### src/rtl/operand_fwd_ctrl.sv
// operand_fwd_ctrl: operand forwarding and load-use stall control for a
// 5-stage pipeline. Tracks the destination of the instructions in EX, MEM
// and WB, and drives the two operand MUX selects at the end of decode.
// MUX inputs: 0 = register file, 1 = EX, 2 = MEM, 3 = WB.
// Optional feature macro: FWD_WB_BYPASS_EN. When it is defined, results
// are forwarded from WB (select 3). When it is undefined, the WB record is
// not kept, and the register file must be write-first.
module operand_fwd_ctrl #(
    parameter int REG_AW = 5,
    parameter int SEL_W  = 2
) (
    input  logic              CLK,
    input  logic              RST,
    input  logic              ID_VALID,
    input  logic [REG_AW-1:0] ID_RS1,
    input  logic [REG_AW-1:0] ID_RS2,
    input  logic              ID_RS1_USED,
    input  logic              ID_RS2_USED,
    input  logic [REG_AW-1:0] ID_RD,
    input  logic              ID_RD_WE,
    input  logic              ID_IS_LOAD,
    input  logic              FLUSH,
    output logic [SEL_W-1:0]  FWD_A_SEL,
    output logic [SEL_W-1:0]  FWD_B_SEL,
    output logic              STALL
);

    localparam logic [SEL_W-1:0] SEL_RF  = SEL_W'(0);
    localparam logic [SEL_W-1:0] SEL_EX  = SEL_W'(1);
    localparam logic [SEL_W-1:0] SEL_MEM = SEL_W'(2);
`ifdef FWD_WB_BYPASS_EN
    localparam logic [SEL_W-1:0] SEL_WB  = SEL_W'(3);
`endif

    typedef struct packed {
        logic              v;
        logic [REG_AW-1:0] rd;
        logic              we;
        logic              ld;
    } rec_t;

    rec_t ex_q, ex_d, mem_q;
`ifdef FWD_WB_BYPASS_EN
    rec_t wb_q;
`endif

    // A record may forward only if it is real, writes a register, and that register is not x0.
    function automatic logic live(input rec_t r);
        return r.v && r.we && (r.rd != '0);
    endfunction

    // Pick the youngest producer for one source. A load still in EX yields RF
    // here, and the stall holds decode until the load reaches MEM.
    function automatic logic [SEL_W-1:0] pick_sel(
        input logic              used,
        input logic [REG_AW-1:0] rs,
        input rec_t              ex,
        input rec_t              mem,
        input logic              wb_hit
    );
        logic [SEL_W-1:0] sel;
        sel = SEL_RF;
        if (ID_VALID && used && rs != '0) begin
            if (live(ex) && ex.rd == rs)
                sel = ex.ld ? SEL_RF : SEL_EX;
            else if (live(mem) && mem.rd == rs)
                sel = SEL_MEM;
`ifdef FWD_WB_BYPASS_EN
            else if (wb_hit)
                sel = SEL_WB;
`endif
        end
        return sel;
    endfunction

    logic wb_hit_a, wb_hit_b;
    logic ex_ld_hit;

    // Forwarding selects, the load-use stall and the next EX record (all from the current records and decode).
    always_comb begin
        wb_hit_a  = 1'b0;
        wb_hit_b  = 1'b0;
`ifdef FWD_WB_BYPASS_EN
        wb_hit_a  = live(wb_q) && wb_q.rd == ID_RS1;
        wb_hit_b  = live(wb_q) && wb_q.rd == ID_RS2;
`endif
        FWD_A_SEL = pick_sel(ID_RS1_USED, ID_RS1, ex_q, mem_q, wb_hit_a);
        FWD_B_SEL = pick_sel(ID_RS2_USED, ID_RS2, ex_q, mem_q, wb_hit_b);

        ex_ld_hit = live(ex_q) && ex_q.ld &&
                    ((ID_RS1_USED && ID_RS1 == ex_q.rd) ||
                     (ID_RS2_USED && ID_RS2 == ex_q.rd));
        STALL     = ID_VALID && ex_ld_hit;

        // A flushed or stalled instruction enters EX as a bubble.
        ex_d = '0;
        if (ID_VALID && !STALL && !FLUSH) begin
            ex_d.v  = 1'b1;
            ex_d.rd = ID_RD;
            ex_d.we = ID_RD_WE;
            ex_d.ld = ID_IS_LOAD;
        end
    end

    // Record pipeline: every record moves down one stage on each clock, and reset discards all of them.
    always_ff @(posedge CLK) begin
        if (RST) begin
            ex_q  <= '0;
            mem_q <= '0;
`ifdef FWD_WB_BYPASS_EN
            wb_q  <= '0;
`endif
        end else begin
            ex_q  <= ex_d;
            mem_q <= ex_q;
`ifdef FWD_WB_BYPASS_EN
            wb_q  <= mem_q;
`endif
        end
    end

    // The load flag is no longer needed once a record has left EX.
    logic unused_ld;
`ifdef FWD_WB_BYPASS_EN
    assign unused_ld = wb_q.ld;
`else
    assign unused_ld = mem_q.ld;
`endif

endmodule

### config.mk
export PLATFORM = sky130hd
export DESIGN_NAME = operand_fwd_ctrl
export DESIGN_NICKNAME = d
export VERILOG_FILES = /design/src/rtl/operand_fwd_ctrl.sv
export SDC_FILE = /design/constraint.sdc
export NUM_CORES = 1
export LEC_CHECK = 0
export CAP_MARGIN = 0
export CORE_ASPECT_RATIO = 0.7
export CORE_MARGIN = 3
export CORE_UTILIZATION = 35
export DETAILED_ROUTE_END_ITERATION = 8
export HOLD_SLACK_MARGIN = 0.08
export PLACE_DENSITY_LB_ADDON = 0.12
export SLEW_MARGIN = 20
export SYNTH_ARGS = -nofsm -noshare
export SYNTH_HDL_FRONTEND = slang
export SYNTH_SLANG_ARGS = --single-unit
export TNS_END_PERCENT = 1
### constraint.sdc
create_clock -name CLK -period 4.75 [get_ports CLK]
set_input_delay 0.95 -clock CLK [delete_from_list [all_inputs] [get_ports CLK]]
set_output_delay 0.95 -clock CLK [all_outputs]
set_load 0.05 [all_outputs]
; Word-level counts from Yosys, hierarchy flattened
; Index checks and enable logic that the tools add are counted.
[classes]
eq_ne = 6
mux = 8
n_bitwise = 1
n_reduce_logical = 27
[ops]
columns = op, n
row1 = equality test 5 bit, 6
row2 = nonzero test 5 bit, 4
row3 = logical AND 1 bit, 19
row4 = two-way mux 2 bit, 6
row5 = two-way mux 8 bit, 1
row6 = logical NOT 1 bit, 2
row7 = OR reduction 2 bit, 1
row8 = logical OR 1 bit, 1
row9 = two-way mux 1 bit, 1
row10 = NOT 1 bit, 1
[word_totals]
register_bits = 15
input_bits = 23
word_cells = 49

; Logic depth before layout (Yosys ltp)
[logic_depth]
ltp_word = 10
ltp_mapped = 5

; Worst setup path after synthesis
; OpenSTA, ideal clock, no wires.
[synth_path]
kind = input port to output port
startpoint = input port ID_RS1[2]
endpoint = output port FWD_A_SEL[1]
arrival_ns = 2.847
required_ns = 3.800
slack_ns = 0.953
cell_stages = 4
n_path_buf = 0
cell_sequence = xor2_1 -> nor3_1 -> nand3_1 -> nor4_1
[synth_between]
elab_chain_len = 5
[synth_lines]
columns = element, line_no
row1 = from (decl), 15  ; input logic [REG_AW-1:0] ID_RS1,
row2 = equality test 5 bit, 66  ; else if (live(mem) && mem.rd == rs)
row3 = logical AND 1 bit, 66
row4 = two-way mux 2 bit, 66
row5 = two-way mux 2 bit, 64  ; if (live(ex) && ex.rd == rs)
row6 = two-way mux 2 bit (*), 63  ; if (ID_VALID && used && rs != '0) begin
row7 = to (decl), 23  ; output logic [SEL_W-1:0] FWD_A_SEL,
; Mark *: on every way between the ends. The rest lies on a longest branch, timed or not.

; Final worst setup path
[layout_path]
startpoint = input port ID_RS1[0]
endpoint = output port STALL
[layout_between]
elab_chain_len = 5
[layout_lines]
columns = element, line_no
row1 = equality test 5 bit, 91  ; ((ID_RS1_USED && ID_RS1 == ex_q.rd) ||
row2 = logical AND 1 bit, 91
row3 = logical OR 1 bit, 91
row4 = logical AND 1 bit, 90  ; ex_ld_hit = live(ex_q) && ex_q.ld &&
row5 = logical AND 1 bit, 93  ; STALL = ID_VALID && ex_ld_hit;
row6 = to (decl), 25  ; output logic STALL
; No other way between the ends.

==> out/qor.txt <==
Maximum fanout along the worst path = 9
FF-to-FF path depth = 4
Worst hold slack = 0.485 ns
Clock Skew = 0.000762 ns
Worst reg2reg setup slack = 3.12 ns
1st-pass router iterations = 4
Fin worst setup slack = 0.652 ns
Internal = 0.189 mW
CTS max path bufs = 2
Ant. Diodes = 0
CTS Root Cell = clkbuf_4
Largest net degree at the start of global routing = 16
Net Switching = 0.0649 mW
Clock Latency Late Sink = 0.29 ns
Avg Inst Size Synth = 9.80 µm²
Max Slew Vio Count = 0
Setup Fix Bufs, Post-CTS = 0
Final Cycle Share = 0.863
Clock power share = 0.308
FMAX = 244 MHz
Synth top area share = 0.374
Max incr delay on CP = 0.80 ns
Cell Rows = 13
Global route overflow = 0
Clock-pin slew on the worst setup and hold paths = 0.10 ns
Port Buffer Count = 27
Synth top cells by count = dfxtp_1, xnor2_1, nor2b_1, and4bb_2, xor2_1
Iteration-0 DRC count of the detailed router = 20
Num CTS Buffers = 3
DRC violations left = 0
Worst Path Arrival = 3.15 ns
GPL Wtd Cong = 0.766
Area leader, netlist = dfxtp_1
Worst hold path type = register to register
Placed Cells = 138
Initial core utilization = 0.398
Overall Power = 0.254 mW
Vias after detailed routing = 698
Ports = 28
WL/cell = 13.2 µm
Dpl ws = 0.641 ns
Yosys warning total = 0
Die Footprint = 0.00292 mm²
Sw Ratio = 0.256
Leakage power total = 0.399 nW
Primary FF master, synth = dfxtp_1
Worst Path Required = 3.80 ns
Synth Register Bits = 15
Pwr Density = 223 mW/mm²
CP startpoint kind = primary input
Hold buffers post-CTS = 0
Synth top area cells = dfxtp_1, xnor2_1, and4bb_2, nor2b_1, xor2_1
Vias in the first global route = 653
Seq pwr share = 0.519
Outcome = finished clean
Fill count = 214
Most used cell, CP = clkdlybuf4s50_1
DP Area = 0.00111 mm²
Fin crit period = 4.10 ns
Nets = 136
Async S/R FF share, synth = 0
Die height = 46.1 µm
CP cell instances = clkdlybuf4s50_1 > xnor2_1 > nand3_1 > nor2_1 > o211a_1 > and2_1 > clkdlybuf4s50_1
EDFF count, synth = 0
Max Cap Viol = 0
Peak supply drop = 0.138 mV
Slowest CP cell = clkdlybuf4s50_1
Non-filler cells, final = 142
Distinct cells, synth = 23
Register area share after synthesis = 0.374
Final WL = 1.87 mm
Final Cell Area = 0.00114 mm²
Slew @ Worst Pin = 0.501 ns
Combinational fraction of design power = 0.173
TritonCTS sink count = 15
CP Class = primary input to primary output
H-tree levels = 1
Final Setup Violations = 0
Global-route wire length before repair = 3.07 mm
Synthesized area = 803 µm²
Setup crit end = STALL
FF-to-FF End = ex_q[0]
Post-Route Utilization = 0.564
Core area = 0.00202 mm²
ANT nets after route = 0
Total nets after synthesis = 105
Post-DP HPWL = 1.53 mm
Slew headroom = 0.665
Crit path capture type = primary output
Mapped Cells = 82
Area delta synth->final = 41.6%
TritonCTS clock tree = yes
Crit path from = ID_RS1[0]
Total GRT Usage = 0.143
Final setup TNS = 0 ns
Post-cts resize count = 0
Drt via density = 4.92
Critical R2R Launch = ex_q[5]
RSZ-0062 raised after global routing = false
Die width = 63.3 µm
Initial antenna violation count = 0
Ratio of cells with drive above 1 in the final layout = 0.0982
Final Hold Viols = 0
-- flip-flops by register name, indices dropped and copies added, names as in the netlist --
register  count
ex_q          8
mem_q         7
-- cells by family (layout without fill, tap and decap cells) --
logic type	after synthesis	in the layout	synth area share
and+or+nand+nor	39	39	0.340
xor gates and xnor gates	20	20	0.218
DFF	15	15	0.374
AOI/OAI and AO/OA	6	6	0.0592
buffers and inverters	2	32	0.00934
-- worst max-delay path: cells and delay by family --
kind | cells | cell delay [ns]
AO/OA/AOI/OAI | 1 | 0.29
XOR/XNOR | 1 | 0.14
buffers and inverters | 2 | 1.33
AND/OR/NAND/NOR | 3 | 0.44
-- worst min-delay path by stage --
stage,start,endpoint,slack [ns],cells after the start
6_report,ex_q[7],mem_q[7],0.48,1
5_1_grt,ex_q[7],mem_q[7],0.52,1
4_1_cts,ex_q[1],mem_q[1],0.49,1
3_5_place_dp,ex_q[1],mem_q[1],0.48,1
3_3_place_gp,ex_q[7],mem_q[7],0.48,1
2_1_floorplan,ex_q[1],mem_q[1],0.44,1
-- metal layers --
layer	wire length [µm]	vias up	global-route usage
met5	0	-	0
met4	12	0	0.0515
met3	169	2	0.0659
met2	757	27	0.203
met1	933	313	0.189
li1	-	356	-
-- power by group through the flow --
stage          sequential (mW)  clock (mW)  combinational [mW]
2_1_floorplan            0.134           0              0.0189
3_3_place_gp             0.134           0              0.0436
3_5_place_dp             0.134           0              0.0440
4_1_cts                  0.132      0.0813              0.0442
5_1_grt                  0.132      0.0845              0.0480
6_report                 0.132      0.0781              0.0439
-- layout make-up --
| class | instances | area (µm²) | area share |
|---|---|---|---|
| multi-input combinational | 65 | 495 | 0.436 |
| sequential | 15 | 300 | 0.264 |
| timing repair buffer | 27 | 270 | 0.238 |
| tap | 30 | 37.5 | 0.0330 |
| clock buffer | 3 | 22.5 | 0.0198 |
| clock inverter | 1 | 7.51 | 0.00660 |
| inverter | 1 | 3.75 | 0.00330 |
-- cell usage in the layout, fill, tap and decap left out --
cell type,synthesis,final
xor2_1,5,5
or2b_1,1,1
o21ai_0,1,1
dfxtp_1,15,15
or3_1,1,1
nor3b_1,1,1
or4_1,3,3
clkinvlp_4,0,1
o211a_1,1,1
nor3_1,3,3
xnor2_1,15,15
inv_1,1,1
nor2_1,3,3
o311a_1,1,1
nor2b_1,8,8
nor4_1,3,3
nand3_1,4,4
nand2b_1,1,1
and4bb_2,7,7
nand2_1,2,2
o211ai_1,3,3
and2_1,1,1
clkdlybuf4s50_1,0,27
clkbuf_4,0,3
nand4_1,1,1
No activity file was read; power rests on OpenSTA's default activity.
